$ cat src/rtl/gpr_sched_pkg.sv
// Shared types and width helpers for the GPR operand-fetch sequencer.
// The operand bundle is sized for the default configuration.
package gpr_sched_pkg;

    localparam int unsigned LANE_W          = 32;
    localparam int unsigned DEF_NUM_THREADS = 4;
    localparam int unsigned DEF_NUM_WARPS   = 4;
    localparam int unsigned DEF_NUM_REGS    = 64;
    localparam int unsigned DEF_TAG_W       = 8;

    typedef enum logic [1:0] {
        IDLE,
        RD12,
        RD3,
        RSP
    } state_e;

    function automatic int unsigned f_raddr_w(input int unsigned nw, input int unsigned nr);
        return $clog2(nw * nr);
    endfunction

    function automatic int unsigned f_wid_w(input int unsigned nw);
        return $clog2(nw);
    endfunction

    function automatic int unsigned f_rid_w(input int unsigned nr);
        return $clog2(nr);
    endfunction

    localparam int unsigned DEF_WID_W = f_wid_w(DEF_NUM_WARPS);

    typedef logic [DEF_NUM_THREADS-1:0][LANE_W-1:0] lanes_t;

    typedef struct packed {
        logic [DEF_WID_W-1:0] wid;
        logic [DEF_TAG_W-1:0] tag;
        lanes_t               rs1;
        lanes_t               rs2;
        lanes_t               rs3;
    } gpr_operands_t;

endpackage

$ cat src/rtl/gpr_bypass_mux.sv
// Per-lane writeback bypass for one GPR read port: substitutes in-flight
// writeback data for lanes whose write targets the address being read.
module gpr_bypass_mux
    import gpr_sched_pkg::*;
#(
    parameter int unsigned NUM_THREADS = 4,
    parameter int unsigned RADDR_W     = 8
) (
    input  logic [RADDR_W-1:0]                 i_raddr,
    input  logic [NUM_THREADS-1:0][LANE_W-1:0] i_rdata,
    input  logic                               i_wb_en,
    input  logic [RADDR_W-1:0]                 i_wb_addr,
    input  logic [NUM_THREADS-1:0]             i_wb_tmask,
    input  logic [NUM_THREADS-1:0][LANE_W-1:0] i_wb_data,
    output logic [NUM_THREADS-1:0][LANE_W-1:0] o_data
);

    logic w_hit;

    assign w_hit = i_wb_en && (i_wb_addr == i_raddr);

    always_comb begin
        o_data = i_rdata;
        for (int i = 0; i < int'(NUM_THREADS); i++) begin
            if (w_hit && i_wb_tmask[i]) begin
                o_data[i] = i_wb_data[i];
            end
        end
    end

endmodule

$ cat src/rtl/gpr_read_sched.sv
// Operand-fetch sequencer: reads rs1/rs2 in one cycle and rs3 in a second,
// then holds the operands under a valid/ready handshake. Option: GPR_WB_BYPASS_EN.
module gpr_read_sched
    import gpr_sched_pkg::*;
#(
    parameter int unsigned NUM_THREADS = 4,
    parameter int unsigned NUM_WARPS   = 4,
    parameter int unsigned NUM_REGS    = 64,
    parameter int unsigned TAG_W       = 8,
    localparam int unsigned RADDR_W    = f_raddr_w(NUM_WARPS, NUM_REGS),
    localparam int unsigned WID_W      = f_wid_w(NUM_WARPS),
    localparam int unsigned RID_W      = f_rid_w(NUM_REGS)
) (
    input  logic                               clk,
    input  logic                               reset,
    input  logic                               in_valid,
    output logic                               in_ready,
    input  logic [WID_W-1:0]                   in_wid,
    input  logic [RID_W-1:0]                   in_rs1,
    input  logic [RID_W-1:0]                   in_rs2,
    input  logic [RID_W-1:0]                   in_rs3,
    input  logic                               in_use_rs3,
    input  logic [TAG_W-1:0]                   in_tag,
    output logic [RADDR_W-1:0]                 raddr1,
    output logic [RADDR_W-1:0]                 raddr2,
    input  logic [NUM_THREADS-1:0][LANE_W-1:0] rdata1,
    input  logic [NUM_THREADS-1:0][LANE_W-1:0] rdata2,
    input  logic                               wb_valid,
    input  logic [WID_W-1:0]                   wb_wid,
    input  logic [RID_W-1:0]                   wb_rd,
    input  logic [NUM_THREADS-1:0]             wb_tmask,
    input  logic [NUM_THREADS-1:0][LANE_W-1:0] wb_data,
    output logic                               out_valid,
    input  logic                               out_ready,
    output logic [NUM_THREADS-1:0][LANE_W-1:0] out_rs1_data,
    output logic [NUM_THREADS-1:0][LANE_W-1:0] out_rs2_data,
    output logic [NUM_THREADS-1:0][LANE_W-1:0] out_rs3_data,
    output logic [WID_W-1:0]                   out_wid,
    output logic [TAG_W-1:0]                   out_tag
);

    state_e r_state;
    state_e w_state_nxt;

    logic [WID_W-1:0] r_wid;
    logic [RID_W-1:0] r_rs1;
    logic [RID_W-1:0] r_rs2;
    logic [RID_W-1:0] r_rs3;
    logic             r_use_rs3;
    logic [TAG_W-1:0] r_tag;

    logic [NUM_THREADS-1:0][LANE_W-1:0] r_d1;
    logic [NUM_THREADS-1:0][LANE_W-1:0] r_d2;
    logic [NUM_THREADS-1:0][LANE_W-1:0] r_d3;

    logic                               w_in_ready;
    logic                               w_accept;
    logic [RID_W-1:0]                   w_rid1;
    logic [RADDR_W-1:0]                 w_raddr1;
    logic [RADDR_W-1:0]                 w_raddr2;
    logic [NUM_THREADS-1:0][LANE_W-1:0] w_port1;
    logic [NUM_THREADS-1:0][LANE_W-1:0] w_port2;
    logic [NUM_THREADS-1:0][LANE_W-1:0] w_cap1;
    logic [NUM_THREADS-1:0][LANE_W-1:0] w_cap2;

    always_comb begin
        w_state_nxt = r_state;
        w_in_ready  = 1'b0;
        unique case (r_state)
            IDLE: begin
                w_in_ready = 1'b1;
                if (in_valid) begin
                    w_state_nxt = RD12;
                end
            end
            RD12: w_state_nxt = r_use_rs3 ? RD3 : RSP;
            RD3:  w_state_nxt = RSP;
            RSP: begin
                w_in_ready = out_ready;
                if (out_ready) begin
                    w_state_nxt = in_valid ? RD12 : IDLE;
                end
            end
            default: w_state_nxt = IDLE;
        endcase
        if (reset) begin
            w_in_ready = 1'b0;
        end
    end

    assign w_accept = in_valid && w_in_ready;

    always_ff @(posedge clk) begin
        if (reset) begin
            r_state <= IDLE;
        end else begin
            r_state <= w_state_nxt;
        end
    end

    // rs2 stays on port 2 during RD3 so the address bus does not toggle needlessly.
    always_comb begin
        w_raddr1 = '0;
        w_raddr2 = '0;
        w_rid1   = r_rs1;
        unique case (r_state)
            RD12: begin
                w_raddr1 = {r_wid, r_rs1};
                w_raddr2 = {r_wid, r_rs2};
            end
            RD3: begin
                w_raddr1 = {r_wid, r_rs3};
                w_raddr2 = {r_wid, r_rs2};
                w_rid1   = r_rs3;
            end
            default: ;
        endcase
    end

`ifdef GPR_WB_BYPASS_EN
    logic [RADDR_W-1:0] w_wb_addr;
    logic               w_wb_en;

    assign w_wb_addr = {wb_wid, wb_rd};
    assign w_wb_en   = wb_valid && (wb_rd != '0);

    gpr_bypass_mux #(
        .NUM_THREADS (NUM_THREADS),
        .RADDR_W     (RADDR_W)
    ) u_bypass1 (
        .i_raddr    (w_raddr1),
        .i_rdata    (rdata1),
        .i_wb_en    (w_wb_en),
        .i_wb_addr  (w_wb_addr),
        .i_wb_tmask (wb_tmask),
        .i_wb_data  (wb_data),
        .o_data     (w_port1)
    );

    gpr_bypass_mux #(
        .NUM_THREADS (NUM_THREADS),
        .RADDR_W     (RADDR_W)
    ) u_bypass2 (
        .i_raddr    (w_raddr2),
        .i_rdata    (rdata2),
        .i_wb_en    (w_wb_en),
        .i_wb_addr  (w_wb_addr),
        .i_wb_tmask (wb_tmask),
        .i_wb_data  (wb_data),
        .o_data     (w_port2)
    );
`else
    logic w_unused_wb;

    assign w_port1     = rdata1;
    assign w_port2     = rdata2;
    assign w_unused_wb = ^{wb_valid, wb_wid, wb_rd, wb_tmask, wb_data};
`endif

    // r0 is hardwired zero whatever the RAM or the bypass returns.
    assign w_cap1 = (w_rid1 == '0) ? '0 : w_port1;
    assign w_cap2 = (r_rs2 == '0) ? '0 : w_port2;

    always_ff @(posedge clk) begin
        if (reset) begin
            r_wid     <= '0;
            r_rs1     <= '0;
            r_rs2     <= '0;
            r_rs3     <= '0;
            r_use_rs3 <= 1'b0;
            r_tag     <= '0;
            r_d1      <= '0;
            r_d2      <= '0;
            r_d3      <= '0;
        end else begin
            if (w_accept) begin
                r_wid     <= in_wid;
                r_rs1     <= in_rs1;
                r_rs2     <= in_rs2;
                r_rs3     <= in_rs3;
                r_use_rs3 <= in_use_rs3;
                r_tag     <= in_tag;
            end
            if (r_state == RD12) begin
                r_d1 <= w_cap1;
                r_d2 <= w_cap2;
                r_d3 <= '0;
            end
            if (r_state == RD3) begin
                r_d3 <= w_cap1;
            end
        end
    end

    // Request registers only reload on accept, which also ends RSP, so they
    // double as the stable out_wid/out_tag.
    assign in_ready     = w_in_ready;
    assign raddr1       = w_raddr1;
    assign raddr2       = w_raddr2;
    assign out_valid    = (r_state == RSP);
    assign out_rs1_data = r_d1;
    assign out_rs2_data = r_d2;
    assign out_rs3_data = r_d3;
    assign out_wid      = r_wid;
    assign out_tag      = r_tag;

endmodule

$ cat config.mk
export PLATFORM = sky130hd
export DESIGN_NAME = gpr_read_sched
export DESIGN_NICKNAME = d
export VERILOG_FILES = /design/src/rtl/gpr_sched_pkg.sv /design/src/rtl/gpr_bypass_mux.sv /design/src/rtl/gpr_read_sched.sv
export SDC_FILE = /design/constraint.sdc
export NUM_CORES = 1
export LEC_CHECK = 0
export CAP_MARGIN = 40
export CORE_AREA = 5 5 321 323
export CTS_BUF_LIST = sky130_fd_sc_hd__clkbuf_4 sky130_fd_sc_hd__clkbuf_8
export DETAILED_ROUTE_END_ITERATION = 10
export DIE_AREA = 0 0 326 328
export GPL_TIMING_DRIVEN = 0
export HOLD_SLACK_MARGIN = 0.15
export PLACE_DENSITY = 0.41
export RECOVER_POWER = 25
export SYNTH_ARGS = -nofsm -noshare
export SYNTH_HDL_FRONTEND = slang
export SYNTH_HIERARCHICAL = 1
export SYNTH_SLANG_ARGS = --single-unit
$ cat constraint.sdc
create_clock -name clk -period 3 [get_ports clk]
set_input_delay 0.3 -clock clk [delete_from_list [all_inputs] [get_ports clk]]
set_output_delay 0.3 -clock clk [all_outputs]
set_load 0.005 [all_outputs]
==> flow_results.org <==
** Routing
- In this run, the number of DRC markers left after iteration 0 of detailed routing was around 760.
- The pre-antenna-repair detailed-routing pass consisted of 5 iterations.
- Dividing the detail-routed via count by the number of cells gives around 4.
- Vias :: around 17,000
- Wirelength per Cell :: ~20 um
- Wires add up to 83,300 um.
- Antenna-violating nets left :: 0
- For this run, design rule violations remaining after detail routing come to 0.

** Power and ir drop
- In this run the power density over the cells is 804 nW/um^2.
- For this design the static power due to leakage is roughly 11 nW.
- The design draws approximately 23 mW.
- Peak supply drop :: between 0.4 and 0.5 mV

** Global route
- Antenna violations before repair :: 11
- The first global-routing pass estimated between 100,000 and 150,000 um of wire.
- For this run the aggregate overflow at the end of global routing stands at 0.
- Maximum number of pins on one net before global-route repair :: 17
- The via count of the first global-routing pass is around 18,000.
- GRT Util Overall :: approximately 15%

** Synth
- FF+latch count, synth :: approximately 420
- Synthesis produced a netlist with a net count of 2,298.
- Cell variety after synth :: 33
- The average instance in the mapped netlist occupies between 8 and 9 um^2.
- Share of the yosys chip area belonging to registers :: a little over half
- After synthesis, the largest family of logic cells by area is compound AO/OA/AOI/OAI gates.
- Synthesis Warnings :: 6
- Number of instances in the synthesized netlist :: 1,862
- Post-Synthesis Cell Area :: roughly 16,000 um^2
- Of the total synthesized cell area, the portion taken by XOR and XNOR cells is 0%.
- Counting flops with a built-in enable in the synthesized netlist gives 0.
- Among all flip-flop cells after synthesis, the most frequent one is sky130_fd_sc_hd__dfxtp_1.
- Fraction of registers with async set or reset after synthesis :: 0%
- After Yosys synthesis, full adders, half adders and majority gates account for 0.470% of the synthesized area.
- The synthesized netlist devotes between 10% and 20% of its cell area to simple gates.
- Compound-gate portion of the synthesized area :: a little over a fifth
- Multiplexer fraction of the synthesized cell area :: under 10%

** CTS
- Clock tree synthesis inserted a total of 85 buffers.
- The H-tree generated during clock tree synthesis spans 3 levels.
- Number of buffers inserted by post-CTS setup repair :: 0
- Skew-Pair Late Insertion Delay :: 0.71 ns
- After clock tree synthesis, the clock-pin slew on the worst setup and hold paths is 0.06 ns.
- Clock tree from TritonCTS :: yes
- CTS root buf :: sky130_fd_sc_hd__clkbuf_8
- Max Root-Sink Buffers :: 3
- Clock Sink Count :: roughly 420

** Placed design
- Detailed Place HPWL :: 64,300 um
- Input and output buffers added on the ports amount to ~700.
- The congestion estimate from routability-driven global placement came to 0.795.
- Post-placement setup slack :: -0.234 ns

** Worst setup path
- Class of the most critical setup path :: reg -> out
- Capture instance of the worst register-to-register path :: out_tag[3]$_SDFFE_PP0P_
- R2r worst-path depth :: 7
- The startpoint identified for the worst register-to-register timing path is r_state[0]$_SDFFE_PP0P_.
- Of all nets on the critical path, the largest fanout is 10.
- At the worst endpoint, the required time is between 2 and 3 ns.
- At the worst endpoint, the arrival time is approximately 2.5 ns.
- STA classifies the critical path endpoint as an output port.
- Minimum setup slack among reg-to-reg paths :: approximately 0.27 ns
- STA classifies the critical path startpoint as a flip-flop.

** STA
- Count of final max-slew check failures :: 0
- Setup violations remaining at the end of the flow were counted as 0.
- At the pin with the least slew margin, the transition time is 0.817 ns.
- Clock Skew :: about 0.045 ns
- Derived from the worst setup path, the maximum achievable clock frequency is around 350 MHz.
- The final critical path takes up around 94% of the cycle.
- Setup ws final :: ~0.17 ns
- For the finished layout, the period the worst path requires is about 2.8 ns.
- The worst pin sits at a relative slew slack of between 40% and 50%.
- The number of hold violations in the final report was 0.
- Setup repair after global routing left no endpoint under its margin.

** Floorplan
- The floorplan step defined a die boundary enclosing approximately 110,000 um^2.
- The total area inside the core boundary comes to between 90,000 and 100,000 um^2.
- In this run the count of I/O pins placed on the die edge is 842.
- Number of cell rows :: 116
- Once the floorplan was initialized, standard cells occupied between 15 and 20% of the core.
- In this run the horizontal extent of the chip is roughly 330 um.
- The floorplan step set the die height to 328 um.

** Layout
- Commonest cells after routing, fill and taps aside :: sky130_fd_sc_hd__nand2_1, sky130_fd_sc_hd__clkdlybuf4s50_1, sky130_fd_sc_hd__dlygate4sd3_1
- For this run, the share of the core covered by cells in the final layout is roughly 29%.
- Most common cell after layout, fill and taps aside :: sky130_fd_sc_hd__nand2_1
- Cells with a size suffix above 1 make up between 10% and 20% of the layout.
- At the end of the flow, the number of nets in the layout was ~3,300.
- Relative to the synthesized area, the layout overhead comes to 82.0%.
- The filler cells instantiated in the layout total about 11,000.

** Worst hold path
- Hold Path Stages :: 3
- Worst min-delay path startpoint :: rdata2[49]
- Worst hold-check path type :: in -> reg
- The path with the worst hold slack has its endpoint at out_rs2_data[49]$_SDFFE_PP0N_.

** Outcome
- The run finished with clean final reports.

** Run
- Max Cap Viol :: 0
[power by group]
group / total, mW / switching [mW] / internal [mW]
Combinational: 9.98 / 5.90 / 4.07
Sequential: 7.03 / 0.533 / 6.50
Clock: 6.33 / 2.70 / 3.63
[synth_stat cells, types with 3 or more instances]
master,instances,share of area (%)
sky130_fd_sc_hd__a21oi_1,131,4.1
sky130_fd_sc_hd__clkbuf_1,127,3.0
sky130_fd_sc_hd__nor2_1,3,0.071
sky130_fd_sc_hd__buf_12,11,1.4
sky130_fd_sc_hd__clkbuf_2,12,0.38
sky130_fd_sc_hd__buf_2,6,0.19
sky130_fd_sc_hd__buf_6,3,0.21
sky130_fd_sc_hd__nand3_1,128,4.0
sky130_fd_sc_hd__and2_1,9,0.35
sky130_fd_sc_hd__o21ai_0,158,5.0
sky130_fd_sc_hd__o21ai_2,100,5.5
sky130_fd_sc_hd__nand2_1,512,12
sky130_fd_sc_hd__mux2_2,29,2.0
sky130_fd_sc_hd__o211ai_1,128,6.0
sky130_fd_sc_hd__ha_1,6,0.47
sky130_fd_sc_hd__dfxtp_1,415,52
sky130_fd_sc_hd__nor2b_1,40,1.6
sky130_fd_sc_hd__a22oi_1,6,0.28
sky130_fd_sc_hd__buf_1,19,0.45
sky130_fd_sc_hd__inv_1,5,0.12
[layout make-up]
class                           count  area [um^2]  area share, %
Tap cell                         1298         1620           5.59
Inverter                            5         18.8         0.0646
Timing Repair Buffer              956         9600           33.1
Antenna cell                        6         15.0         0.0517
Sequential cell                   415         8310           28.6
Buffer                            177          917           3.16
Clock inverter                     12          103          0.353
Clock buffer                      133         1690           5.81
Multi-Input combinational cell   1264         6770           23.3
[worst max-delay path, cell delays in order (launching register included)]
cell	delay [ns]
sky130_fd_sc_hd__dfxtp_1	0.40
sky130_fd_sc_hd__inv_1	0.15
sky130_fd_sc_hd__ha_4	0.37
sky130_fd_sc_hd__clkbuf_8	0.19
sky130_fd_sc_hd__and2_1	0.14
sky130_fd_sc_hd__clkdlybuf4s50_1	0.59
[how the worst max path moves through the flow]
stage,from,end,slack (ns),cells after the start
CTS,r_state[1]$_SDFFE_PP0P_,raddr1[4],-0.1,8
detailed placement,r_state[1]$_SDFFE_PP0P_,raddr1[4],-0.23,8
finish,r_state[0]$_SDFFE_PP0P_,raddr2[5],0.17,5
global placement,r_state[1]$_SDFFE_PP0P_,raddr1[4],-0.97,7
global route,r_state[0]$_SDFFE_PP0P_,raddr2[3],0.001,5
floorplan,r_state[0]$_SDFFE_PP0P_,out_rs1_data[0]$_SDFFE_PP0N_,1.02,8
[routing by layer]
metal	GRT usage, %	wire length [um]	up-vias
met1	17.2	33900	7849
met3	5.71	6950	129
met4	5.04	2380	4
met2	25.6	40000	594
met5	0	26	-
li1	-	-	8479
[sequential cells by signal, summed over array words and instances (netlist names)]
signal / cells
r_rs2: 6
r_state: 2
r_rs1: 6
out_rs3_data: 128
out_wid: 2
out_rs1_data: 128
out_tag: 8
out_rs2_data: 128
r_use_rs3: 1
r_rs3: 6
[repair_timing]
item | CTS | global route
pin swaps | 0 | 1
gates resized for setup | 22 | 12
hold endpoints to repair | 328 | 0
hold buffers | 247 | 0
endpoints found under the setup margin | 16 | 106
[metrics by stage]
step,cells,hold slack (ns),instance area [um^2],TNS (ns)
6_report,4266,0.256,29000,0
5_1_grt,4266,0.196,29000,0
3_5_place_dp,3869,0.440,24700,-0.329
2_1_floorplan,1862,0.440,16000,0
3_3_place_gp,3859,0.434,24600,-32.79
4_1_cts,4260,0.151,29000,-0.531
[kinds of logic (layout without fill, tap and decap cells)]
group	count (synthesis)	in the layout
flops	415	415
other cells	0	6
compound gates	528	528
buf+inv	183	1283
fa+ha+maj	6	6
mux	29	29
simple gates	701	701
Note: power is estimated with default switching activity, not from simulation.
